<file path="src/rtl/combo_pipe.sv">
// Four-operand bitwise function unit with a LATENCY-deep valid/ready pipeline.
// Define COMBO_SWEEP_EN to add the on-chip truth-table sweep engine and its ports.
module combo_pipe #(
  parameter int WIDTH   = 4,
  parameter int LATENCY = 2
) (
  input  logic             clk,
  input  logic             rst,
  input  logic             in_valid,
  output logic             in_ready,
  input  logic [1:0]       mode,
  input  logic [WIDTH-1:0] a,
  input  logic [WIDTH-1:0] b,
  input  logic [WIDTH-1:0] c,
  input  logic [WIDTH-1:0] d,
  output logic             out_valid,
  input  logic             out_ready,
  output logic [WIDTH-1:0] o
`ifdef COMBO_SWEEP_EN
  ,
  input  logic             sweep_start,
  output logic             sweep_done,
  output logic [15:0]      truth,
  output logic             lane_mismatch
`endif
);

  function automatic logic [WIDTH-1:0] f_combo(input logic [1:0] m,
                                               input logic [WIDTH-1:0] fa,
                                               input logic [WIDTH-1:0] fb,
                                               input logic [WIDTH-1:0] fc,
                                               input logic [WIDTH-1:0] fd);
    case (m)
      2'd0:    f_combo = ~((fa & fb) | (fc ^ fd));
      2'd1:    f_combo = (fa & fb) | (fc ^ fd);
      2'd2:    f_combo = (fa | fb) & ~(fc ^ fd);
      default: f_combo = fa ^ fb ^ fc ^ fd;
    endcase
  endfunction

  logic [WIDTH-1:0] r_data [LATENCY];
  logic [LATENCY-1:0] r_v;

  logic             w_en;
  logic             w_load_v;
  logic [1:0]       w_mode;
  logic [WIDTH-1:0] w_a, w_b, w_c, w_d;
  logic [WIDTH-1:0] w_f;

`ifdef COMBO_SWEEP_EN
  typedef enum logic [1:0] {S_IDLE, S_RUN, S_DRAIN, S_DONE} state_t;

  state_t       r_state, w_state_nxt;
  logic [3:0]   r_cnt;
  logic [1:0]   r_mode;
  logic [LATENCY-1:0] r_tag;
  logic [3:0]   r_idx [LATENCY];
  logic         w_issue;
  logic         w_sweep_last;
  logic         w_start_ok;

  // Sweep beats leaving the last stage are absorbed here, so they never stall.
  assign w_sweep_last = r_v[LATENCY-1] & r_tag[LATENCY-1];
  assign w_en         = ~r_v[LATENCY-1] | out_ready | w_sweep_last;
  assign w_issue      = (r_state == S_RUN);
  assign w_start_ok   = (r_state == S_IDLE) & sweep_start & (r_v == '0);
  assign in_ready     = w_en & ~rst & (r_state == S_IDLE);
  assign out_valid    = r_v[LATENCY-1] & ~r_tag[LATENCY-1];
  assign sweep_done   = (r_state == S_DONE);

  assign w_mode = w_issue ? r_mode : mode;
  assign w_a    = w_issue ? {WIDTH{r_cnt[3]}} : a;
  assign w_b    = w_issue ? {WIDTH{r_cnt[2]}} : b;
  assign w_c    = w_issue ? {WIDTH{r_cnt[1]}} : c;
  assign w_d    = w_issue ? {WIDTH{r_cnt[0]}} : d;
  assign w_load_v = (in_valid & in_ready) | w_issue;

  always_comb begin
    w_state_nxt = r_state;
    case (r_state)
      S_IDLE:  if (w_start_ok) w_state_nxt = S_RUN;
      S_RUN:   if (w_en && r_cnt == 4'hF) w_state_nxt = S_DRAIN;
      S_DRAIN: if (w_sweep_last && r_idx[LATENCY-1] == 4'hF) w_state_nxt = S_DONE;
      default: w_state_nxt = S_IDLE;
    endcase
  end

  always_ff @(posedge clk) begin
    if (rst) begin
      r_state       <= S_IDLE;
      r_cnt         <= 4'd0;
      r_mode        <= 2'd0;
      truth         <= 16'd0;
      lane_mismatch <= 1'b0;
    end else begin
      r_state <= w_state_nxt;
      if (w_start_ok) begin
        r_mode        <= mode;
        r_cnt         <= 4'd0;
        truth         <= 16'd0;
        lane_mismatch <= 1'b0;
      end
      if (w_issue && w_en) r_cnt <= r_cnt + 4'd1;
      if (w_sweep_last) begin
        truth[r_idx[LATENCY-1]] <= r_data[LATENCY-1][0];
        if (r_data[LATENCY-1] != {WIDTH{r_data[LATENCY-1][0]}}) lane_mismatch <= 1'b1;
      end
    end
  end

  always_ff @(posedge clk) begin
    if (rst) begin
      r_tag <= '0;
      for (int k = 0; k < LATENCY; k++) r_idx[k] <= 4'd0;
    end else if (w_en) begin
      r_tag[0] <= w_issue;
      r_idx[0] <= r_cnt;
      for (int k = 1; k < LATENCY; k++) begin
        r_tag[k] <= r_tag[k-1];
        r_idx[k] <= r_idx[k-1];
      end
    end
  end
`else
  assign w_en      = ~r_v[LATENCY-1] | out_ready;
  assign in_ready  = w_en & ~rst;
  assign out_valid = r_v[LATENCY-1];
  assign w_mode    = mode;
  assign w_a       = a;
  assign w_b       = b;
  assign w_c       = c;
  assign w_d       = d;
  assign w_load_v  = in_valid & in_ready;
`endif

  assign w_f = f_combo(w_mode, w_a, w_b, w_c, w_d);
  assign o   = r_data[LATENCY-1];

  // Stage 0 captures the function result; later stages shift under the shared enable.
  always_ff @(posedge clk) begin
    if (rst) begin
      r_v <= '0;
      for (int k = 0; k < LATENCY; k++) r_data[k] <= '0;
    end else if (w_en) begin
      r_v[0]    <= w_load_v;
      r_data[0] <= w_f;
      for (int k = 1; k < LATENCY; k++) begin
        r_v[k]    <= r_v[k-1];
        r_data[k] <= r_data[k-1];
      end
    end
  end

endmodule
</file>
<file path="config.mk">
export PLATFORM = sky130hd
export DESIGN_NAME = combo_pipe
export DESIGN_NICKNAME = d
export VERILOG_FILES = /design/src/rtl/combo_pipe.sv
export SDC_FILE = /design/constraint.sdc
export NUM_CORES = 1
export LEC_CHECK = 0
export ABC_AREA = 0
export BUFFER_PORTS_ARGS = -buffer_cell sky130_fd_sc_hd__buf_2
export CAP_MARGIN = 40
export CELL_PAD_IN_SITES_DETAIL_PLACEMENT = 1
export CELL_PAD_IN_SITES_GLOBAL_PLACEMENT = 2
export CORE_MARGIN = 2
export CORE_UTILIZATION = 26
export CTS_CLUSTER_SIZE = 14
export DETAILED_ROUTE_END_ITERATION = 12
export MAX_ROUTING_LAYER = met4
export PLACE_DENSITY_LB_ADDON = 0.1
export SLEW_MARGIN = 40
export SYNTH_ARGS = -nofsm -noshare
export SYNTH_HDL_FRONTEND = slang
export SYNTH_SLANG_ARGS = --single-unit
</file>
<file path="constraint.sdc">
create_clock -name clk -period 2.7 [get_ports clk]
set_input_delay 0.405 -clock clk [delete_from_list [all_inputs] [get_ports clk]]
set_output_delay 0.405 -clock clk [all_outputs]
set_load 0.02 [all_outputs]
</file>
# Word-level counts from Yosys, hierarchy flattened

Memory sizes are Yosys's and may differ from the RTL's.
Cells that the tools add are included.

Flip-flop bits (word level): 2
RAM bits: 8
Output and inout bits: 6
Memories: 1

Memories:

| memory | depth | bits a word | read ports | clocked after Yosys merged registers in | wr ports | RTL line | RTL |
|---|---|---|---|---|---|---|---|
| r_data | 2     | 4           | 2          | 0                                       | 2        | 41       | `logic [WIDTH-1:0] r_data [LATENCY];` |

Equality and inequality tests: 2
Muxes and demuxes: 8
Bitwise gates (word level): 17
Reduce and logical (&&, ||, !) cells: 1

Operator list:

| kind                 | number |
|---|---|
| $xor A4 B4 Y4        | 4 |
| $pmux W4 S3          | 1 |
| $and A4 B4 Y4        | 2 |
| $mux W4              | 2 |
| $not A4 Y4           | 2 |
| $or A4 B4 Y4         | 2 |
| $mux W1              | 5 |
| $or A1 B1 Y1         | 3 |
| $and A1 B1 Y1        | 2 |
| $eq A2 B1 Y1 const B | 1 |
| $eq A2 B2 Y1 const B | 1 |
| $logic_not A2 Y1     | 1 |
| $not A1 Y1           | 2 |

# Depth between registers and ports, before layout

Depth after elaboration: 6
Mapped depth: 5
Depth with buffers taken out: 5

# Worst setup path before layout

No wires, ideal clock.

Path type: input -> register
From: in a[0]
To: mem r_data[0][0], data pin
Setup time: 262 ps
Data arrival time: 1087 ps
Data required time: 2438 ps
Setup slack: 1352 ps
Stages: 5
Cell sequence: inv_1 -> ha_1 -> xor2_1 -> a21oi_1 -> a211oi_2

RTL lines:

| what            | RTL line | RTL |
|---|---|---|
| start, declared | 12       | `input logic [WIDTH-1:0] a,` |
| end, declared   | 41       |  |

# Worst setup path after layout

From: reg r_v[1]
To: out in_ready

Cells in the longest elaborated chain, start to end: 3

RTL lines:

| what                            | RTL line | RTL |
|---|---|---|
| start, declared                 | 42       | `logic [LATENCY-1:0] r_v;` |
| start signal, assigned by index | 148      | `r_v[k] <= r_v[k-1];` |
| $not A1 Y1                      | 125      | `assign w_en = ~r_v[LATENCY-1] \| out_ready;` |
| $or A1 B1 Y1                    | 125      |  |
| $and A1 B1 Y1                   | 126      | `assign in_ready = w_en & ~rst;` |
| end, declared                   | 10       | `output logic in_ready,` |

Every way passes these cells.

==> results.toml <==
[cts]
cts_setup_buffers = 0
ctsResizeCount = 0
cts_tree = "done"
cts_hold_buf = 0
numCtsBuffers = 3
cts_sinks = 10
clkLatencyLatePin_ns = 0.25
ctsHtreeMaxLevel = 1
cts.clk_slew.worst_paths_ns = 0.06
cts-root-buf = "clkbuf_4"
clockBufferDepth = 2

[detailed_routing]
vias_per_cell = 4.42
post_drt_wl_per_cell_um = 10.4
drc = 1
drt-pass1-iter-count = 8
ant_nets = 0
wirelength_mm = 1.42
drtIter0Drc = 10
num_vias = 605

[final_layout]
regArea_um2 = 280
fillers = 343
final_layout_size_suffix_gt1_share_pct = 39.6
postLayoutCellArea_um2 = 961
area_growth_pct = 22.3
final_core_util_pct = 34.3
multiInputGateArea_um2 = 420
antenna_cells = 0
instances_no_fill = 137
final_nets = 137

[setup_path]
r2r_slack_ns = 1.46
critPathKind = "reg2out"
cp.arrival_ns = 1.21
required_ns = 2.30
cp-end-kind = "output pin"
start_kind = "flop"
path_max_fanout = 7

[timing]
fin_crit_ns = 1.61
setup_slack_ns = 1.09
final.setup.tns_ns = 0
rsz0062_at_grt = "false"
setup_viol = 0
clock.fmax_mhz = 620
slew_viol_final = 0
hold_violations = 0
min_period_over_period_pct = 59.7
clock-skew-final_ns = 0.000343
worst_pin_slew_ns = 0.415
timing.slew.headroom_pct = 72.3
whs_ns = 0.334

[outcome]
outcome = "finished, violations left"
violations = "DRC"

[place]
preCtsSetupSlack_ns = 1.13
dp.cells = 133
hpwlAfterDp_mm = 1.20
gp_congestion = 0.684
place_area_um2 = 925
port_buffers = 27

[die]
dieHeight_um = 59.0
core_area_um2 = 2810
initial_core_util_pct = 28.0
die_w_um = 59.0
num_rows = 19
die_area_um2 = 3480
io_pins = 28

[logic_synthesis]
yosys.area.top_type_share_pct = 30.6
ys_top_cells_by_area = "edfxtp_1 (31%), ha_1 (13%), inv_1 (5.3%)"
synth.most_common_cell = "inv_1"
ys_seq_area_share_pct = 35.7
synth.distinct_cells = 26
ys_async_sr_fraction_pct = 0
synthTopCellsByCount = "inv_1 (11), edfxtp_1 (8), ha_1 (8)"
syn_nets = 110
synthCells = 80
synth-seq-cells = 10
synth_edf_count = 8
ys.flop_type = "edfxtp_1"
yosys_warnings = 0
avgSynthCellArea_um2 = 9.82
yosysTopAreaCell = "edfxtp_1"
syn-cell-area_um2 = 786

[pwr]
combPwrFrac_pct = 25.7
power.switching_mw = 0.110
p_sw_share_pct = 26.1
power_frac_clock_pct = 30.5
ir_worst_vdd_uv = 101
power.internal_mw = 0.313
p_seq_share_pct = 43.7
power_per_cell_area_nw_per_um2 = 440
power_leakage_nw = 0.469
power_mw = 0.423

[global_route]
antenna_found_initial = 0
grt_usage_pct = 9.28
grt_pass1_wl_mm = 2.42
grt_max_degree = 14
grt_pass1_vias = 602
globalRouteOverflowTotal = 0

[worst_hold_path]
hp-class = "in2reg"

[job]
maxCapViolCount = 0
final cells by class:
type | instances | share of cell area (%)
Multi-Input combinational cell | 52 | 43.7
Sequential cell | 10 | 29.2
Timing Repair Buffer | 27 | 14.1
Inverter | 13 | 5.21
Tap cell | 31 | 4.04
Clock buffer | 4 | 3.78
layer usage:
| metal | share of wire [%] | GRT usage (%) | vias to the layer above |
|---|---|---|---|
| li1 | - | - | 315 |
| met1 | 45 | 10.8 | 271 |
| met2 | 50 | 16.2 | 19 |
| met3 | 5.6 | 0.873 | 0 |
| met4 | 0 | 3.90 | 0 |
| met5 | 0 | - | - |
placed cells by master (no fill, tap or decap):
master,instances
buf_2,27
inv_1,11
ha_1,8
edfxtp_1,8
a21oi_1,7
nand2_1,6
and2_1,4
nand2b_1,3
nand3_1,3
o21ai_1,3
nor2_1,3
clkbuf_4,3
xnor2_2,2
nand3b_1,2
a2111oi_2,2
xor2_1,2
dfxtp_1,2
nor2b_4,1
or2_4,1
clkinv_2,1
inv_2,1
a311oi_2,1
xor2_2,1
xnor2_1,1
o31ai_1,1
a211oi_2,1
clkbuf_8,1
worst max-delay path, stage by stage, from the launching register on:
cell and delay (ns):
dfxtp_1 0.31, nor2b_4 0.12, or2_4 0.26, clkinv_2 0.09, buf_2 0.17
state kept, by name, summed over array words and instances, names as in the netlist:
name    flops
r_data      8
r_v         2
cells by family after synthesis:
logic type	count (synthesis)	synth area share, %
AOI/OAI and AO/OA	15	14.6
xor gates and xnor gates	6	9.56
adders and majority gates	8	12.7
buffers and inverters	18	10.8
DFF	10	35.7
and+or+nand+nor	23	16.6
final timing paths:
path         startpoint            to  cells after the start
max              r_v[1]      in_ready                      4
min                 rst        r_v[1]                      2
max reg2reg      r_v[1]  r_data[0][1]                      5
min reg2reg      r_v[0]        r_v[0]                      2
power groups by stage:
| stage | Sequential, mW | Clock [mW] | Combinational, mW |
|---|---|---|---|
| floorplan | 0.189 | 0 | 0.0771 |
| global placement | 0.188 | 0 | 0.108 |
| detailed placement | 0.188 | 0 | 0.111 |
| CTS | 0.185 | 0.135 | 0.111 |
| global route | 0.186 | 0.144 | 0.123 |
| finish | 0.185 | 0.129 | 0.109 |
Note: power is estimated with default switching activity, not from simulation.
